File: src/rtl/sccb_cfg_pkg.sv
// Shared definitions for the SCCB configuration sequencer: FSM encoding,
// entry decoding helpers and the ms-to-cycles conversion.
package sccb_cfg_pkg;

  typedef enum logic [1:0] {
    ENT_WRITE,
    ENT_DELAY,
    ENT_END
  } entry_kind_t;

  localparam logic [3:0] ST_IDLE    = 4'd0;
  localparam logic [3:0] ST_FETCH   = 4'd1;
  localparam logic [3:0] ST_WR_REQ  = 4'd2;
  localparam logic [3:0] ST_WR_WAIT = 4'd3;
  localparam logic [3:0] ST_RD_REQ  = 4'd4;
  localparam logic [3:0] ST_RD_WAIT = 4'd5;
  localparam logic [3:0] ST_RETRY   = 4'd6;
  localparam logic [3:0] ST_DELAY   = 4'd7;
  localparam logic [3:0] ST_NEXT    = 4'd8;
  localparam logic [3:0] ST_DONE    = 4'd9;
  localparam logic [3:0] ST_ERROR   = 4'd10;

  // All-ones marker of a given field width, zero-extended to 32 bits.
  function automatic logic [31:0] marker_ones(input int unsigned w);
    return (w >= 32) ? 32'hFFFF_FFFF : ((32'd1 << w) - 32'd1);
  endfunction

  function automatic entry_kind_t decode_entry(input logic [31:0] reg_f,
                                               input logic [31:0] val_f,
                                               input int unsigned reg_w,
                                               input int unsigned val_w);
    if (reg_f != marker_ones(reg_w)) return ENT_WRITE;
    if (val_f == marker_ones(val_w)) return ENT_END;
    return ENT_DELAY;
  endfunction

  function automatic int unsigned ms_to_cycles(input int unsigned ms,
                                               input int unsigned clk_freq);
    return ms * (clk_freq / 1000);
  endfunction

endpackage

File: src/rtl/sccb_config_seq_if.sv
// Request/completion bus between the configuration sequencer (master)
// and the SCCB/I2C transaction engine (slave).
interface sccb_config_seq_if #(
  parameter int unsigned REG_W = 8,
  parameter int unsigned VAL_W = 8
);
  logic             valid;
  logic             ready;
  logic             rd;
  logic [REG_W-1:0] reg_addr;
  logic [VAL_W-1:0] wdata;
  logic             done;
  logic             nack;
  logic [VAL_W-1:0] rdata;

  modport master (output valid, rd, reg_addr, wdata,
                  input  ready, done, nack, rdata);
  modport slave  (input  valid, rd, reg_addr, wdata,
                  output ready, done, nack, rdata);
endinterface

File: src/rtl/sccb_ms_timer.sv
// Loadable millisecond down-counter; zero_o is high once the loaded
// interval has fully elapsed.
module sccb_ms_timer #(
  parameter int unsigned CLK_FREQ = 25_000_000,
  parameter int unsigned MAX_MS   = 255
) (
  input  logic       clk_i,
  input  logic       rst_i,
  input  logic       load_i,
  input  logic [7:0] ms_i,
  output logic       zero_o
);
  import sccb_cfg_pkg::*;

  localparam int unsigned CYC_PER_MS = CLK_FREQ / 1000;
  localparam int unsigned CW         = $clog2(ms_to_cycles(MAX_MS, CLK_FREQ) + 1);

  logic [CW-1:0] count_reg;

  // Loaded with N-1 so that exactly N cycles are spent counting down.
  always_ff @(posedge clk_i or posedge rst_i) begin
    if (rst_i) begin
      count_reg <= '0;
    end else if (load_i) begin
      count_reg <= CW'(ms_i * CYC_PER_MS) - CW'(1);
    end else if (count_reg != '0) begin
      count_reg <= count_reg - CW'(1);
    end
  end

  assign zero_o = (count_reg == '0);

endmodule

File: src/rtl/sccb_config_seq.sv
// Walks a register/value ROM table and issues each entry as an SCCB write,
// with per-entry delays, optional read-back verify and bounded retries.
module sccb_config_seq #(
  parameter int unsigned CLK_FREQ  = 25_000_000,
  parameter int unsigned REG_W     = 8,
  parameter int unsigned VAL_W     = 8,
  parameter int unsigned ROM_AW    = 8,
  parameter int unsigned DELAY_MS  = 10,
  parameter int unsigned VERIFY    = 0,
  parameter int unsigned MAX_RETRY = 2
) (
  input  logic              clk_i,
  input  logic              rst_i,
  input  logic              start_i,
  output logic [ROM_AW-1:0] rom_addr_o,
  input  logic [REG_W-1:0]  rom_reg_i,
  input  logic [VAL_W-1:0]  rom_val_i,
  sccb_config_seq_if.master txn,
  output logic              busy_o,
  output logic              done_o,
  output logic              err_o,
  output logic [ROM_AW-1:0] err_idx_o
);
  import sccb_cfg_pkg::*;

  localparam int unsigned   RW        = (MAX_RETRY > 0) ? $clog2(MAX_RETRY + 1) : 1;
  localparam logic [RW-1:0] RETRY_MAX = RW'(MAX_RETRY);

  logic [3:0]        state_reg, state_next;
  logic [ROM_AW-1:0] addr_reg, addr_next;
  logic              fetch_wait_reg, fetch_wait_next;
  logic [REG_W-1:0]  reg_lat_reg, reg_lat_next;
  logic [VAL_W-1:0]  val_lat_reg, val_lat_next;
  logic [RW-1:0]     retry_reg, retry_next;
  logic              busy_reg, busy_next;
  logic              done_reg, done_next;
  logic              err_reg, err_next;
  logic [ROM_AW-1:0] err_idx_reg, err_idx_next;
  entry_kind_t       kind;
  logic              timer_load;
  logic              timer_zero;
  logic [7:0]        delay_ms;

  assign delay_ms = (rom_val_i[7:0] == 8'd0) ? 8'(DELAY_MS) : rom_val_i[7:0];

  sccb_ms_timer #(
    .CLK_FREQ(CLK_FREQ),
    .MAX_MS  (255)
  ) u_timer (
    .clk_i (clk_i),
    .rst_i (rst_i),
    .load_i(timer_load),
    .ms_i  (delay_ms),
    .zero_o(timer_zero)
  );

  always_comb begin
    state_next      = state_reg;
    addr_next       = addr_reg;
    fetch_wait_next = 1'b0;
    reg_lat_next    = reg_lat_reg;
    val_lat_next    = val_lat_reg;
    retry_next      = retry_reg;
    busy_next       = busy_reg;
    done_next       = done_reg;
    err_next        = err_reg;
    err_idx_next    = err_idx_reg;
    timer_load      = 1'b0;
    kind            = decode_entry(32'(rom_reg_i), 32'(rom_val_i), REG_W, VAL_W);

    case (state_reg)
      ST_IDLE: if (start_i) begin
        addr_next       = '0;
        done_next       = 1'b0;
        err_next        = 1'b0;
        err_idx_next    = '0;
        busy_next       = 1'b1;
        fetch_wait_next = 1'b1;
        state_next      = ST_FETCH;
      end
      // First FETCH cycle covers the ROM's registered read.
      ST_FETCH: if (!fetch_wait_reg) begin
        case (kind)
          ENT_END:   state_next = ST_DONE;
          ENT_DELAY: begin
            timer_load = 1'b1;
            state_next = ST_DELAY;
          end
          default: begin
            reg_lat_next = rom_reg_i;
            val_lat_next = rom_val_i;
            retry_next   = '0;
            state_next   = ST_WR_REQ;
          end
        endcase
      end
      ST_WR_REQ:  if (txn.ready) state_next = ST_WR_WAIT;
      ST_WR_WAIT: if (txn.done) begin
        if (txn.nack)         state_next = ST_RETRY;
        else if (VERIFY != 0) state_next = ST_RD_REQ;
        else                  state_next = ST_NEXT;
      end
      ST_RD_REQ:  if (txn.ready) state_next = ST_RD_WAIT;
      ST_RD_WAIT: if (txn.done) begin
        if (txn.nack || (txn.rdata != val_lat_reg)) state_next = ST_RETRY;
        else                                        state_next = ST_NEXT;
      end
      ST_RETRY: begin
        if (retry_reg < RETRY_MAX) begin
          retry_next = retry_reg + RW'(1);
          state_next = ST_WR_REQ;
        end else begin
          err_next     = 1'b1;
          err_idx_next = addr_reg;
          state_next   = ST_ERROR;
        end
      end
      ST_DELAY: if (timer_zero) state_next = ST_NEXT;
      // The last table slot finishes the run even without an End entry.
      ST_NEXT: begin
        if (&addr_reg) begin
          state_next = ST_DONE;
        end else begin
          addr_next       = addr_reg + ROM_AW'(1);
          fetch_wait_next = 1'b1;
          state_next      = ST_FETCH;
        end
      end
      ST_DONE: begin
        done_next  = 1'b1;
        busy_next  = 1'b0;
        state_next = ST_IDLE;
      end
      ST_ERROR: begin
        busy_next  = 1'b0;
        state_next = ST_IDLE;
      end
      default: state_next = ST_IDLE;
    endcase
  end

  always_ff @(posedge clk_i or posedge rst_i) begin
    if (rst_i) begin
      state_reg      <= ST_IDLE;
      addr_reg       <= '0;
      fetch_wait_reg <= 1'b0;
      reg_lat_reg    <= '0;
      val_lat_reg    <= '0;
      retry_reg      <= '0;
      busy_reg       <= 1'b0;
      done_reg       <= 1'b0;
      err_reg        <= 1'b0;
      err_idx_reg    <= '0;
    end else begin
      state_reg      <= state_next;
      addr_reg       <= addr_next;
      fetch_wait_reg <= fetch_wait_next;
      reg_lat_reg    <= reg_lat_next;
      val_lat_reg    <= val_lat_next;
      retry_reg      <= retry_next;
      busy_reg       <= busy_next;
      done_reg       <= done_next;
      err_reg        <= err_next;
      err_idx_reg    <= err_idx_next;
    end
  end

  // Request is decoded from state so it drops the instant reset asserts.
  assign txn.valid    = (state_reg == ST_WR_REQ) || (state_reg == ST_RD_REQ);
  assign txn.rd       = (state_reg == ST_RD_REQ);
  assign txn.reg_addr = reg_lat_reg;
  assign txn.wdata    = val_lat_reg;

  assign rom_addr_o = addr_reg;
  assign busy_o     = busy_reg;
  assign done_o     = done_reg;
  assign err_o      = err_reg;
  assign err_idx_o  = err_idx_reg;

endmodule

File: src/flat_wrapper.sv
// flat-port wrapper written by rule: the top's interface ports become plain ports
module sccb_config_seq_flat import sccb_cfg_pkg::*;
#(
  parameter int unsigned CLK_FREQ  = 25_000_000,
  parameter int unsigned REG_W     = 8,
  parameter int unsigned VAL_W     = 8,
  parameter int unsigned ROM_AW    = 8,
  parameter int unsigned DELAY_MS  = 10,
  parameter int unsigned VERIFY    = 0,
  parameter int unsigned MAX_RETRY = 2
)
  (clk_i, rst_i, start_i, rom_addr_o, rom_reg_i, rom_val_i, busy_o, done_o, err_o, err_idx_o, txn_valid, txn_rd, txn_reg_addr, txn_wdata, txn_ready, txn_done, txn_nack, txn_rdata);
  sccb_config_seq_if #(.REG_W(REG_W), .VAL_W(VAL_W)) txn_i ();
  input  logic clk_i;
  input  logic rst_i;
  input  logic start_i;
  output logic [ROM_AW-1:0] rom_addr_o;
  input  logic [REG_W-1:0] rom_reg_i;
  input  logic [VAL_W-1:0] rom_val_i;
  output logic busy_o;
  output logic done_o;
  output logic err_o;
  output logic [ROM_AW-1:0] err_idx_o;
  output wire logic [$bits(txn_i.valid)-1:0] txn_valid;
  output wire logic [$bits(txn_i.rd)-1:0] txn_rd;
  output wire logic [$bits(txn_i.reg_addr)-1:0] txn_reg_addr;
  output wire logic [$bits(txn_i.wdata)-1:0] txn_wdata;
  input wire logic [$bits(txn_i.ready)-1:0] txn_ready;
  input wire logic [$bits(txn_i.done)-1:0] txn_done;
  input wire logic [$bits(txn_i.nack)-1:0] txn_nack;
  input wire logic [$bits(txn_i.rdata)-1:0] txn_rdata;
  assign txn_valid = txn_i.valid;
  assign txn_rd = txn_i.rd;
  assign txn_reg_addr = txn_i.reg_addr;
  assign txn_wdata = txn_i.wdata;
  assign txn_i.ready = txn_ready;
  assign txn_i.done = txn_done;
  assign txn_i.nack = txn_nack;
  assign txn_i.rdata = txn_rdata;
  sccb_config_seq #(.CLK_FREQ(CLK_FREQ), .REG_W(REG_W), .VAL_W(VAL_W), .ROM_AW(ROM_AW), .DELAY_MS(DELAY_MS), .VERIFY(VERIFY), .MAX_RETRY(MAX_RETRY)) u_core (.clk_i(clk_i), .rst_i(rst_i), .start_i(start_i), .rom_addr_o(rom_addr_o), .rom_reg_i(rom_reg_i), .rom_val_i(rom_val_i), .txn(txn_i), .busy_o(busy_o), .done_o(done_o), .err_o(err_o), .err_idx_o(err_idx_o));
endmodule
File: config.mk
export PLATFORM = sky130hd
export DESIGN_NAME = sccb_config_seq_flat
export DESIGN_NICKNAME = d
export VERILOG_FILES = /design/src/rtl/sccb_cfg_pkg.sv /design/src/rtl/sccb_config_seq_if.sv /design/src/rtl/sccb_ms_timer.sv /design/src/rtl/sccb_config_seq.sv /design/src/flat_wrapper.sv
export SDC_FILE = /design/constraint.sdc
export NUM_CORES = 1
export LEC_CHECK = 0
export BUFFER_PORTS_ARGS = -buffer_cell sky130_fd_sc_hd__clkbuf_2
export CORE_MARGIN = 2
export CORE_UTILIZATION = 23
export CTS_CLUSTER_SIZE = 28
export DETAILED_ROUTE_END_ITERATION = 8
export SLEW_MARGIN = 20
export SYNTH_ARGS = -nofsm -noshare
export SYNTH_HDL_FRONTEND = slang
export SYNTH_SLANG_ARGS = --single-unit
File: constraint.sdc
create_clock -name clk_i -period 3.6 [get_ports clk_i]
set_input_delay 0.18 -clock clk_i [delete_from_list [all_inputs] [get_ports clk_i]]
set_output_delay 0.18 -clock clk_i [all_outputs]
set_load 0.05 [all_outputs]
# --- After elaboration in Yosys (flattened, before gate mapping) ---
# Cells that the tools add are included.
totals:
  ff_bits: 65
classes:
  addsub: 4
  n_mul: 1
  magnitude_cmp: 1
  n_eq_ne: 26
  muxes: 44
  bitwise_logic: 2
  reduce_logical: 22
ops:
  columns: ["op", "count"]
  rows:
  - ["two-way mux 23 bit", 2]
  - ["subtractor 23 x 1 -> 23 bit, second input constant", 2]
  - ["two-way mux 4 bit", 11]
  - ["case mux 4 bit (9 select lines)", 1]
  - ["two-way mux 8 bit", 4]
  - ["case mux 8 bit (2 select lines)", 2]
  - ["zero test 23 bit", 1]
  - ["nonzero test 23 bit", 1]
  - ["multiplier 8 x 12 -> 20 bit, second input constant", 1]
  - ["equality test 4 x 3 -> 1 bit, second input constant", 4]
  - ["inequality test 2 bit, second input constant", 8]
  - ["two-way mux 2 bit", 7]
  - ["equality test 4 bit, second input constant", 3]
  - ["nonzero test 2 bit", 6]
  - ["two-way mux 1 bit", 11]
  - ["AND reduction 3 bit", 3]
  - ["adder 8 x 1 -> 8 bit, second input constant", 1]
  - ["equality test 4 x 2 -> 1 bit, second input constant", 2]
  - ["equality test 8 bit, second input constant", 1]
  - ["zero test 8 bit", 1]
  - ["inequality test 8 bit", 1]
  - ["inequality test 8 bit, second input constant", 1]
  - ["case mux 1 bit (2 select lines)", 4]
  - ["case mux 4 bit (2 select lines)", 1]
  - ["other kinds (15)", 21]

# --- Depth between registers and ports, before layout ---
# Gate-level depths: netlist of the first run.
depth:
  word_depth: 10
  mapped_depth: 21
  mapped_depth_nobuf: 20

# --- Cells and area by module ---
# A second synthesis of the first run with hierarchy kept.
unflattened:
  cells_unflattened: 630
  hier_area_um2: 5537.8
by_module_without_submodules:
  columns: ["module", "n_inst", "cells_each", "area_each_um2", "seq_area_each_um2"]
  rows:
  - ["sccb_ms_timer", 1, 388, 3350.7, 575.6]
  - ["sccb_config_seq", 1, 242, 2187.1, 1051.0]

# --- Worst setup path before layout of the first run ---
# No wires, ideal clock.
synth_path:
  path_kind: "input to register"
  startpoint: "input rom_val_i[0]"
  endpoint: "register u_core.u_timer.count_reg[22]"
  t_arrival_ps: 5147
  t_required_ps: 3465
  path_slack_ps: -1682
  stages: 19
  path_buffers: 1
  path_cell_list: "clkbuf_1 nor4_1 a31oi_1 mux2_2 ha_1 inv_1 fa_1 inv_1 fa_1 ha_1 a21o_1 a21oi_1 xnor2_1 or3_4 nor4_4 nand2_1 or4b_1 xnor3_1 o21ai_1"
synth_via:
  elab_chain_cells: 10
  elab_cells_between_ends: 16
  classes_between: "1 x add/sub; 1 x mul; 2 x eq/ne; 10 x mux; 2 x reduce/logical"
synth_rtl:
  columns: ["item", "line", "text"]
  rows:
  - ["from (decl)", "flat_wrapper.sv:19", "input logic [VAL_W-1:0] rom_val_i;"]
  - ["parallel branches: the longest is 10 deep, another holds subtractor 23 x 1 -> 23 bit", null, null]
  - ["to (signal assigned)", "sccb_ms_timer.sv:25", "count_reg <= CW'(ms_i * CYC_PER_MS) - CW'(1);"]
  - ["to (signal assigned)", "sccb_ms_timer.sv:27", "count_reg <= count_reg - CW'(1);"]
  - ["to (decl)", "sccb_ms_timer.sv:18", "logic [CW-1:0] count_reg;"]
# Several ways; the timed one is not identified. The select of a mux whose other input is x is not followed.
# A chain may end at the register's enable or synchronous reset.

# --- Final worst setup path of the first run ---
# Ends and elaborated chain as after synthesis.

==> results of run 1 <==
-- cell usage after synthesis (6+ instances only) --
library cell	number
xnor2_1	32
nand2_1	77
fa_1	12
nor4_1	6
nor3_1	15
a22o_1	8
inv_1	36
nand3_1	21
clkbuf_1	19
ha_1	54
xor2_1	29
a31oi_1	6
dfrtp_1	65
a21oi_1	30
and3_1	7
nor2_1	46
o21ai_0	32
a21o_1	9
nand4_1	10
-- placed cells by master, fill, tap and decap left out, types with 3 or more instances in the layout --
master and n:
a21o_1 9, a21oi_1 26, a21oi_2 4, a22o_1 8, a31oi_1 4, and3_1 6, buf_4 90, buf_6 7
clkbuf_16 9, clkbuf_2 63, clkinv_4 3, dfrtp_1 65, fa_1 11, ha_1 42, ha_2 3, ha_4 9
inv_1 32, inv_2 4, nand2_1 76, nand2b_1 3, nand3_1 19, nand4_1 10, nor2_1 43, nor2_4 3
nor2b_1 3, nor3_1 14, nor4_1 4, nor4_4 3, o21a_1 3, o21ai_0 27, o21ai_1 5, or2_2 4
or3_1 3, or4_1 3, xnor2_1 30, xor2_1 25, xor2_2 4
-- worst register-to-register path, stage by stage, from the launching register on --
cell      delay, ps
dfrtp_1         410
or3_4           410
or3b_4          450
nor2_4          140
nand3_2         140
or4_4           670
o211ai_2        220
a311oi_2        190
mux2_4          340
-- final cells by class --
cell class	instances	area, µm²
fillers	2309	15300
clock inverters	6	68.8
inverters	37	139
repair buffers	161	1080
clock buffers	10	229
multi-input cells	464	3660
well taps	285	357
flip-flops and latches	65	1630
-- power by group through the flow --
stage	Combinational, mW	Sequential (mW)	Clock (mW)
after CTS	2.83	1.19	0.897
after global placement	2.63	1.20	0
after detailed placement	2.66	1.20	0
after global routing	3.20	1.23	0.930
final	2.92	1.19	0.875
after floorplan	1.48	1.54	0
-- kinds of logic after synthesis --
logic type | count (synthesis) | share of synthesized area [%]
flops | 65 | 31.3
fa+ha+maj | 66 | 17.6
buf+inv | 60 | 4.55
xor+xnor | 62 | 10.7
mux | 5 | 1.11
compound gates | 112 | 13.7
simple gates | 219 | 21.0
-- per-layer routing --
metal	part of all wire (%)	up-vias
met1	46	2230
met3	3.5	19
li1	-	2354
met4	2.2	0
met5	0	-
met2	48	80
-- timing repair --
| item | in CTS | in global routing |
|---|---|---|
| pin swaps | 27 | 17 |
| setup endpoints to repair | 11 | 13 |
| hold endpoints to repair | 0 | 0 |
| hold buffers | 0 | 0 |
| buffers inserted | 8 | 7 |
| gates resized for setup | 29 | 30 |
-- path summary, 6_finish.rpt --
kind                            slack [ps]                                  endpoint  cells past startpoint                                    start
worst max-delay path                  -860  u_core.u_timer.count_reg[22]$_DFFE_PP0P_                     19                             rom_val_i[0]
worst min-delay path                   -30        u_core.txn.reg_addr[1]$_DFFE_PP0P_                      2                                    rst_i
worst max register to register         510           u_core.state_reg[1]$_DFFE_PP0P_                      8  u_core.u_timer.count_reg[2]$_DFFE_PP0P_
worst min register to register         470        u_core.txn.reg_addr[1]$_DFFE_PP0P_                      2       u_core.txn.reg_addr[1]$_DFFE_PP0P_
max in group asynchronous             2750   u_core.u_timer.count_reg[0]$_DFFE_PP0P_                      3                                    rst_i
min in group clk_i                      50        u_core.txn.reg_addr[7]$_DFFE_PP0P_                      3                             rom_reg_i[7]
==> results_dict.tcl, run 1 <==
set metrics [dict create \
    status "finished, violations left" \
    violations "hold timing, setup timing" \
    synth_edf_count 0 \
    cts.sinks 65 \
    core-area_um2 22400 \
    setup_viol_count_final 11 \
    worst_setup_path_end_kind "flop" \
    drc 0 \
    clock-root-buffer "clkbuf_16" \
    grt_overflow_total 0 \
    fin_crit_ps 4460 \
    port_buffers 66 \
    whs_ps -25.5 \
    drv_cap 0 \
    intPower_mw 2.74 \
    setup_tns_ps -6700 \
    synth_flop_cell "dfrtp_1" \
    synthArstFlopShare_pct 100 \
    io_pins 67 \
    critical_path.top_delay_family "adder cells" \
    crit_path_max_fanout 5 \
    critical_path.slowest_cell "fa_1" \
    arrival_ps 4660 \
    grtUsageMet1_pct 14.6 \
    hold_viol_final 33 \
    synthDistinctLibCells 64 \
    tightest_slew_ps 754 \
    p_sw_mw 2.25 \
    use_met3_pct 2.21 \
    yosys.area.top_type "dfrtp_1" \
    num_rows 55 \
    die_y_um 154 \
    skew_ps 6.28 \
    first_pass_iters 4 \
    fmax_ghz 0.224 \
    grt_first_pass_wirelength_mm 22.2 \
    grt_pass1_vias 4568 \
    totalWireLength_mm 13.3 \
    hold_class "in2async" \
    dp_slack_ps -1230 \
    ys_ff_latch 65 \
    vias 4683 \
    placed_area_um2 6470 \
    cts.clk_slew.worst_paths_ps 60 \
    comb_power_share_pct 58.5 \
    synth_top_area_share_pct 31.3 \
    ant_nets 0 \
    cts_buffer_depth 2 \
    h-tree-depth 3 \
    ir_worst_vdd_mv 0.296 \
    grt_util_all_layers_pct 11.5 \
    rsz0062_at_grt "true" \
    wl_per_cell_um 13.0 \
    swShare_pct 45.2 \
    p_seq_share_pct 23.9 \
    critical_path_class "in2reg" \
    total_power_mw 4.99 \
    dpl.hpwl_mm 10.3 \
    placedCellCount 998 \
    dieArea_um2 23800 \
    synth_fp_nets 685 \
    crit_chain "buf_6 -> nor4_4 -> a31oi_2 -> mux2_4 -> ha_4 -> inv_2 -> fa_1 -> inv_2 -> fa_1 -> ha_4 -> a211oi_2 -> o21ai_2 -> o31ai_2 -> xor2_1 -> and2_4 -> and4b_1 -> or4b_4 -> xnor3_1 -> o21ai_1" \
    utilization_pct 31.9 \
    relSlewSlack_pct 49.7 \
    slew_viol_final 0 \
    p_per_area_nw_per_um2 697 \
    p_clk_share_pct 17.5 \
    syn_area_um2 5200 \
    crit_path_start_kind "input pin" \
    grt_max_degree 44 \
    syn_inst 589 \
    synth_area_leaders "dfrtp_1, ha_1, nand2_1" \
    clk_latency_ps 340 \
    antenna_found_initial 0 \
    cts_tree "built" \
    layout-drive-gt1-share_pct 32.7 \
    fin_area_um2 7160 \
    cts_buffers 9 \
    gr-usage-met2_pct 19.1 \
    largest_reg_flops 23 \
    critPathBufInv 3 \
    die_width_um 154 \
    finalCritPeriodShare_pct 124 \
    global_route.peak_usage_layer "met2" \
    areaGrowthSynthToFinish_pct 37.7 \
    place.gp.congestion 0.813 \
    diodes 0 \
    power_leakage_nw 3.44 \
    routed_via_density 4.56 \
    required_ps 3800 \
    drtIter0Drc 239 \
    slowest_delay_ps 520 \
    yosysWarningCount 0 \
    synth_area_per_cell_um2 8.83 \
    fin_ws_ps -864 \
    nets 834 \
    final_cells 1028 \
    yosysSeqAreaShare_pct 31.3 \
    initial_utilization_pct 23.2 \
]
Note: power is estimated with default switching activity, not from simulation.
==> inputs of run 2 (changes only) <==
- MAX_ROUTING_LAYER: default -> met4
- SYNTH_HIERARCHICAL: default -> 1
==> results_dict.tcl, run 2 <==
set metrics [dict create \
    die_y_um 159 \
    met3WireLength_um 409 \
    skew_ps 7.25 \
    p_clk_share_pct 17.0 \
    synthDistinctLibCells 69 \
    min_from "rom_reg_i[2]" \
    first_pass_iters 6 \
    fin_crit_ps 3960 \
    r2r-end "u_core/state_reg[2]$_DFFE_PP0P_" \
    h-tree-depth 3 \
    io_pins 67 \
    slowest_delay_ps 530 \
    wl_per_cell_um 13.3 \
    clock-root-buffer "clkbuf_16" \
    yosysMostFrequentCell "nand2_1" \
    dpl.hpwl_mm 11.1 \
    crit_top_cell "ha_4" \
    critPathBufInv 1 \
    layout-drive-gt1-share_pct 35.9 \
    clk_latency_ps 340 \
    cts.sinks 65 \
    slew_viol_final 0 \
    rsz0062_at_grt "true" \
    grt_util_all_layers_pct 12.1 \
    multi_input_area_um2 4260 \
    total_power_mw 5.65 \
    ir_worst_vdd_mv 0.291 \
    hold_class "in2reg" \
    p_per_area_nw_per_um2 718 \
    initial_utilization_pct 23.5 \
    route.met2.wl_mm 7.26 \
    finalCritPeriodShare_pct 110 \
    intPower_mw 3.09 \
    grt_max_degree 43 \
    crit_path_max_fanout 6 \
    totalWireLength_mm 14.7 \
    r2r_start "u_core/u_timer/count_reg[2]$_DFFE_PP0P_" \
    setup_viol_count_final 10 \
    regArea_um2 1630 \
    critical_path.top_delay_family "adder cells" \
    drv_cap 0 \
    ys_ff_latch 65 \
    synth_top_area_share_pct 29.4 \
    worst_setup_path_end_kind "flop" \
    crit_chain "buf_8 -> nor4_4 -> nand2_2 -> o21bai_4 -> ha_4 -> fa_2 -> fa_2 -> ha_4 -> ha_4 -> nor3b_4 -> a311oi_2 -> o311ai_4 -> nor4_4 -> nand2_2 -> nor2_4 -> nand4_1 -> a31o_2" \
    synth_fp_nets 728 \
    drc 0 \
    core-area_um2 23500 \
    cts_buffer_depth 2 \
    power_leakage_nw 3.54 \
    ant_nets 0 \
    largest_reg_flops 23 \
    whs_ps 48.4 \
    p_sw_mw 2.56 \
    critical_path.slowest_cell "fa_2" \
    synth_area_leaders "dfrtp_1, ha_1, nand2_1" \
    synth_area_per_cell_um2 8.79 \
    syn_area_um2 5540 \
    yosysSeqAreaShare_pct 29.4 \
    arrival_ps 4180 \
    yosysWarningCount 6 \
    fin_ws_ps -356 \
    place.gp.congestion 0.878 \
    drtIter0Drc 339 \
    r2r_cells 9 \
    fmax_ghz 0.253 \
    grt_first_pass_wirelength_mm 25.1 \
    dp_slack_ps -868 \
    diodes 0 \
    r2r_setup_slack_ps 600 \
    nets 882 \
    vias 5117 \
    tightest_slew_ps 865 \
    fillers 2443 \
    cts_tree "built" \
    crit_path_start_kind "input pin" \
    die_width_um 159 \
    placed_area_um2 7060 \
    port_buffers 66 \
    cts.clk_slew.worst_paths_ps 60 \
    crit_start "rom_val_i[3]" \
    dieArea_um2 25300 \
    critical_path_class "in2reg" \
    required_ps 3830 \
    status "finished, violations left" \
    swShare_pct 45.3 \
    m1WireLength_mm 6.91 \
    areaGrowthSynthToFinish_pct 42.2 \
    final_common_cell "buf_4" \
    violations "setup timing" \
    routed.top_layer "met4" \
    yosys.area.top_type "dfrtp_1" \
    synth_edf_count 0 \
    worstHoldEndpoint "u_core/txn.reg_addr[2]$_DFFE_PP0P_" \
    hold_path_depth 3 \
    antenna_found_initial 0 \
    synthArstFlopShare_pct 100 \
    synthTopCellsByCount "nand2_1, dfrtp_1, ha_1" \
    grt_overflow_total 0 \
    routed_via_density 4.62 \
    syn_inst 630 \
    cts_buffers 9 \
    num_rows 56 \
    fin_area_um2 7880 \
    setup_tns_ps -2540 \
    hold_viol_final 0 \
    comb_power_share_pct 63.2 \
    relSlewSlack_pct 42.3 \
    final_cell_mix "buf_4, nand2_1, clkbuf_2, dfrtp_1, nor2_1" \
    grt_pass1_vias 5193 \
    synth_flop_cell "dfrtp_1" \
    p_seq_share_pct 19.8 \
]
## run 2: changes by cell type after synthesis, moves of 6 or more
cell	previous run	this run
o21ai_0	32	22
xor2_1	29	19
nor2_1	46	52
o31ai_1	3	10
nand2_1	77	90
nor3_1	15	21
inv_1	36	25
buf_2	0	6
## run 2: what timing repair did
action	CTS	global route
setup endpoints to repair	10	11
endpoints found under the hold margin	42	0
gates resized for setup	43	28
buffers inserted	8	6
pin swaps	31	29
hold buffers	1	0
## run 2: area by class of cell
type	count	area share, %
multi-input combinational	512	54.1
tap	319	5.07
inverter	26	1.40
clock inverter	7	1.32
clock buffer	9	2.86
timing repair buffer	170	14.6
sequential	65	20.7
## run 2: logic make-up after synthesis
group	count (synthesis)	share of synthesized area (%)
simple gates	257	24.0
compound gates	134	16.5
fa+ha+maj	68	17.0
flops	65	29.4
buf+inv	53	4.65
xor+xnor	51	8.07
mux	2	0.362
## run 2: worst max-delay path by stage
| stage | end | slack, ps | depth (start not counted) |
|---|---|---|---|
| floorplan | u_core/u_timer/count_reg[22]$_DFFE_PP0P_ | -490 | 17 |
| global placement | u_core/u_timer/count_reg[20]$_DFFE_PP0P_ | -900 | 18 |
| detailed placement | u_core/u_timer/count_reg[18]$_DFFE_PP0P_ | -870 | 17 |
| CTS | u_core/u_timer/count_reg[20]$_DFFE_PP0P_ | -320 | 17 |
| global route | u_core/u_timer/count_reg[22]$_DFFE_PP0P_ | -460 | 17 |
| finish | u_core/u_timer/count_reg[22]$_DFFE_PP0P_ | -360 | 17 |
## run 2: routing by layer
metal | up-vias | track usage [%]
met5 | - | -
met2 | 75 | 19.7
met1 | 2473 | 15.7
met4 | 0 | 2.85
li1 | 2560 | -
met3 | 9 | 2.16
## run 2: power by group through the flow
stage | registers [mW] | clock network [mW] | logic, mW
3_5_place_dp | 1.13 | 0 | 3.10
3_3_place_gp | 1.13 | 0 | 3.07
5_1_grt | 1.16 | 1.02 | 3.90
4_1_cts | 1.12 | 0.980 | 3.40
2_1_floorplan | 1.48 | 0 | 1.85
6_report | 1.12 | 0.959 | 3.57
## run 2: per-stage QoR
step | cells | utilization, %
after floorplan | 630 | -
after global placement | 1080 | 30.0
after detailed placement | 1080 | 30.0
after CTS | 1104 | 32.8
after global routing | 1108 | 33.5
final | 1108 | 33.5
## run 2: tightest hold or removal path: cells and delay by family
family | cells | cell delay, ps
buffers and inverters | 1 | 90
and+or+nand+nor | 2 | 100
==> inputs of run 3 (changes only) <==
- CELL_PAD_IN_SITES_DETAIL_PLACEMENT: default -> 2
- CELL_PAD_IN_SITES_GLOBAL_PLACEMENT: default -> 2
- PLACE_DENSITY_LB_ADDON: default -> 0.1
- TNS_END_PERCENT: default -> 50
==> results_dict.tcl, run 3 (same netlist as run 2, synthesis figures left out) <==
set metrics [dict create \
    critical_path_class "in2reg" \
    fin_crit_ps 4050 \
    p_per_area_nw_per_um2 735 \
    vias 5258 \
    antenna_found_initial 0 \
    utilization_pct 33.3 \
    regArea_um2 1630 \
    dpl.hpwl_mm 14.5 \
    dieArea_um2 25300 \
    first_pass_iters 4 \
    crit_top_cell "ha_4" \
    ir_worst_vdd_mv 0.337 \
    layout-drive-gt1-share_pct 35.0 \
    num_rows 56 \
    power_leakage_nw 3.53 \
    totalWireLength_mm 18.4 \
    cts_buffer_depth 2 \
    hold_class "in2async" \
    grt_util_all_layers_pct 15.4 \
    drv_cap 0 \
    final_cells 1105 \
    wl_per_cell_um 16.7 \
    diodes 0 \
    core-area_um2 23500 \
    fillers 2668 \
    routed_via_density 4.76 \
    hold_viol_final 0 \
    port_buffers 66 \
    total_power_mw 5.76 \
    placedCellCount 1079 \
    largest_reg_flops 23 \
    fmax_ghz 0.247 \
    crit_chain "buf_8 -> nor4_4 -> nand2_2 -> o21bai_4 -> ha_4 -> fa_2 -> fa_2 -> ha_4 -> ha_4 -> nor2_4 -> and2_4 -> a2111oi_4 -> o41ai_4 -> a21oi_2 -> xnor2_2 -> a31o_2 -> a31o_2" \
    initial_utilization_pct 23.5 \
    fin_ws_ps -446 \
    violations "setup timing" \
    critPathBufInv 1 \
    drc 0 \
    relSlewSlack_pct 36.1 \
    slew_viol_final 0 \
    grt_first_pass_wirelength_mm 31.1 \
    slowest_delay_ps 530 \
    drtIter0Drc 125 \
    clk_latency_ps 340 \
    ant_nets 0 \
    die_y_um 159 \
    tightest_slew_ps 959 \
    grt_overflow_total 0 \
    setup_tns_ps -3140 \
    areaGrowthSynthToFinish_pct 41.4 \
    io_pins 67 \
    critical_path.slowest_cell "fa_2" \
    cts_hold_buf 0 \
    crit_path_max_fanout 9 \
    die_width_um 159 \
    critical_path.top_delay_family "adder cells" \
    cts.clk_slew.worst_paths_ps 60 \
    arrival_ps 4270 \
    clock-root-buffer "clkbuf_16" \
    cts.sinks 65 \
    whs_ps 43.6 \
    setup_viol_count_final 10 \
    cts_buffers 9 \
    skew_ps 11.0 \
    final_cell_mix "buf_4, nand2_1, dfrtp_1, clkbuf_2, nor2_1" \
    multi_input_area_um2 4250 \
    grt_max_degree 43 \
    crit_path_start_kind "input pin" \
    nets 879 \
    grt_pass1_vias 5879 \
    required_ps 3830 \
    h-tree-depth 3 \
    worst_setup_path_end_kind "flop" \
    rsz0062_at_grt "true" \
    cts_tree "built" \
    status "finished, violations left" \
    final_common_cell "buf_4" \
    place.gp.congestion 0.799 \
    finalCritPeriodShare_pct 112 \
]
run 3: layout make-up:
type,count,area share [%]
repair buffers,167,14.3
well taps,319,5.10
inverters,26,1.41
flip-flops and latches,65,20.8
clock inverters,5,1.10
clock buffers,11,3.10
multi-input cells,512,54.2
run 3: path summary, 6_finish.rpt:
| kind | startpoint | to | slack, ps | depth (start not counted) |
|---|---|---|---|---|
| max | rom_val_i[3] | u_core/u_timer/count_reg[22]$_DFFE_PP0P_ | -450 | 17 |
| min | rst_i | u_core/err_idx_o[6]$_DFFE_PP0P_ | 40 | 2 |
| max reg2reg | u_core/u_timer/count_reg[2]$_DFFE_PP0P_ | u_core/state_reg[2]$_DFFE_PP0P_ | 550 | 9 |
| min reg2reg | u_core/err_o$_DFFE_PP0P_ | u_core/err_o$_DFFE_PP0P_ | 480 | 1 |
| max in group asynchronous | rst_i | u_core/rom_addr_o[7]$_DFFE_PP0P_ | 2940 | 2 |
| min in group clk_i | rom_reg_i[2] | u_core/txn.reg_addr[2]$_DFFE_PP0P_ | 60 | 3 |
run 3: through the flow:
step	setup slack, ps	instance area [µm²]
finish	-446	7830
global route	-604	7830
CTS	-426	7700
detailed placement	-1040	7050
global placement	-916	7050
floorplan	-486	5780
run 3: power breakdown:
group / switching, mW / internal, mW / leakage, nW
Clock: 0.353 / 0.632 / 0.161
Combinational: 2.08 / 1.53 / 2.56
Sequential: 0.218 / 0.938 / 0.810
run 3: per-layer routing:
metal  global-route usage (%)  wire (µm)  part of all wire [%]  vias to the layer above
met2                     24.4       8610                    47                       56
met4                     3.80        244                   1.3                        0
li1                         -          -                     -                     2554
met1                     20.7       9220                    50                     2634
met5                        -          0                     0                        -
met3                     1.95        350                   1.9                       14
run 3: timing repair:
item	CTS	global route
setup buffers	5	6
gates resized for setup	47	16
cloned	0	0
endpoints found under the setup margin	11	11
pin swaps	34	8
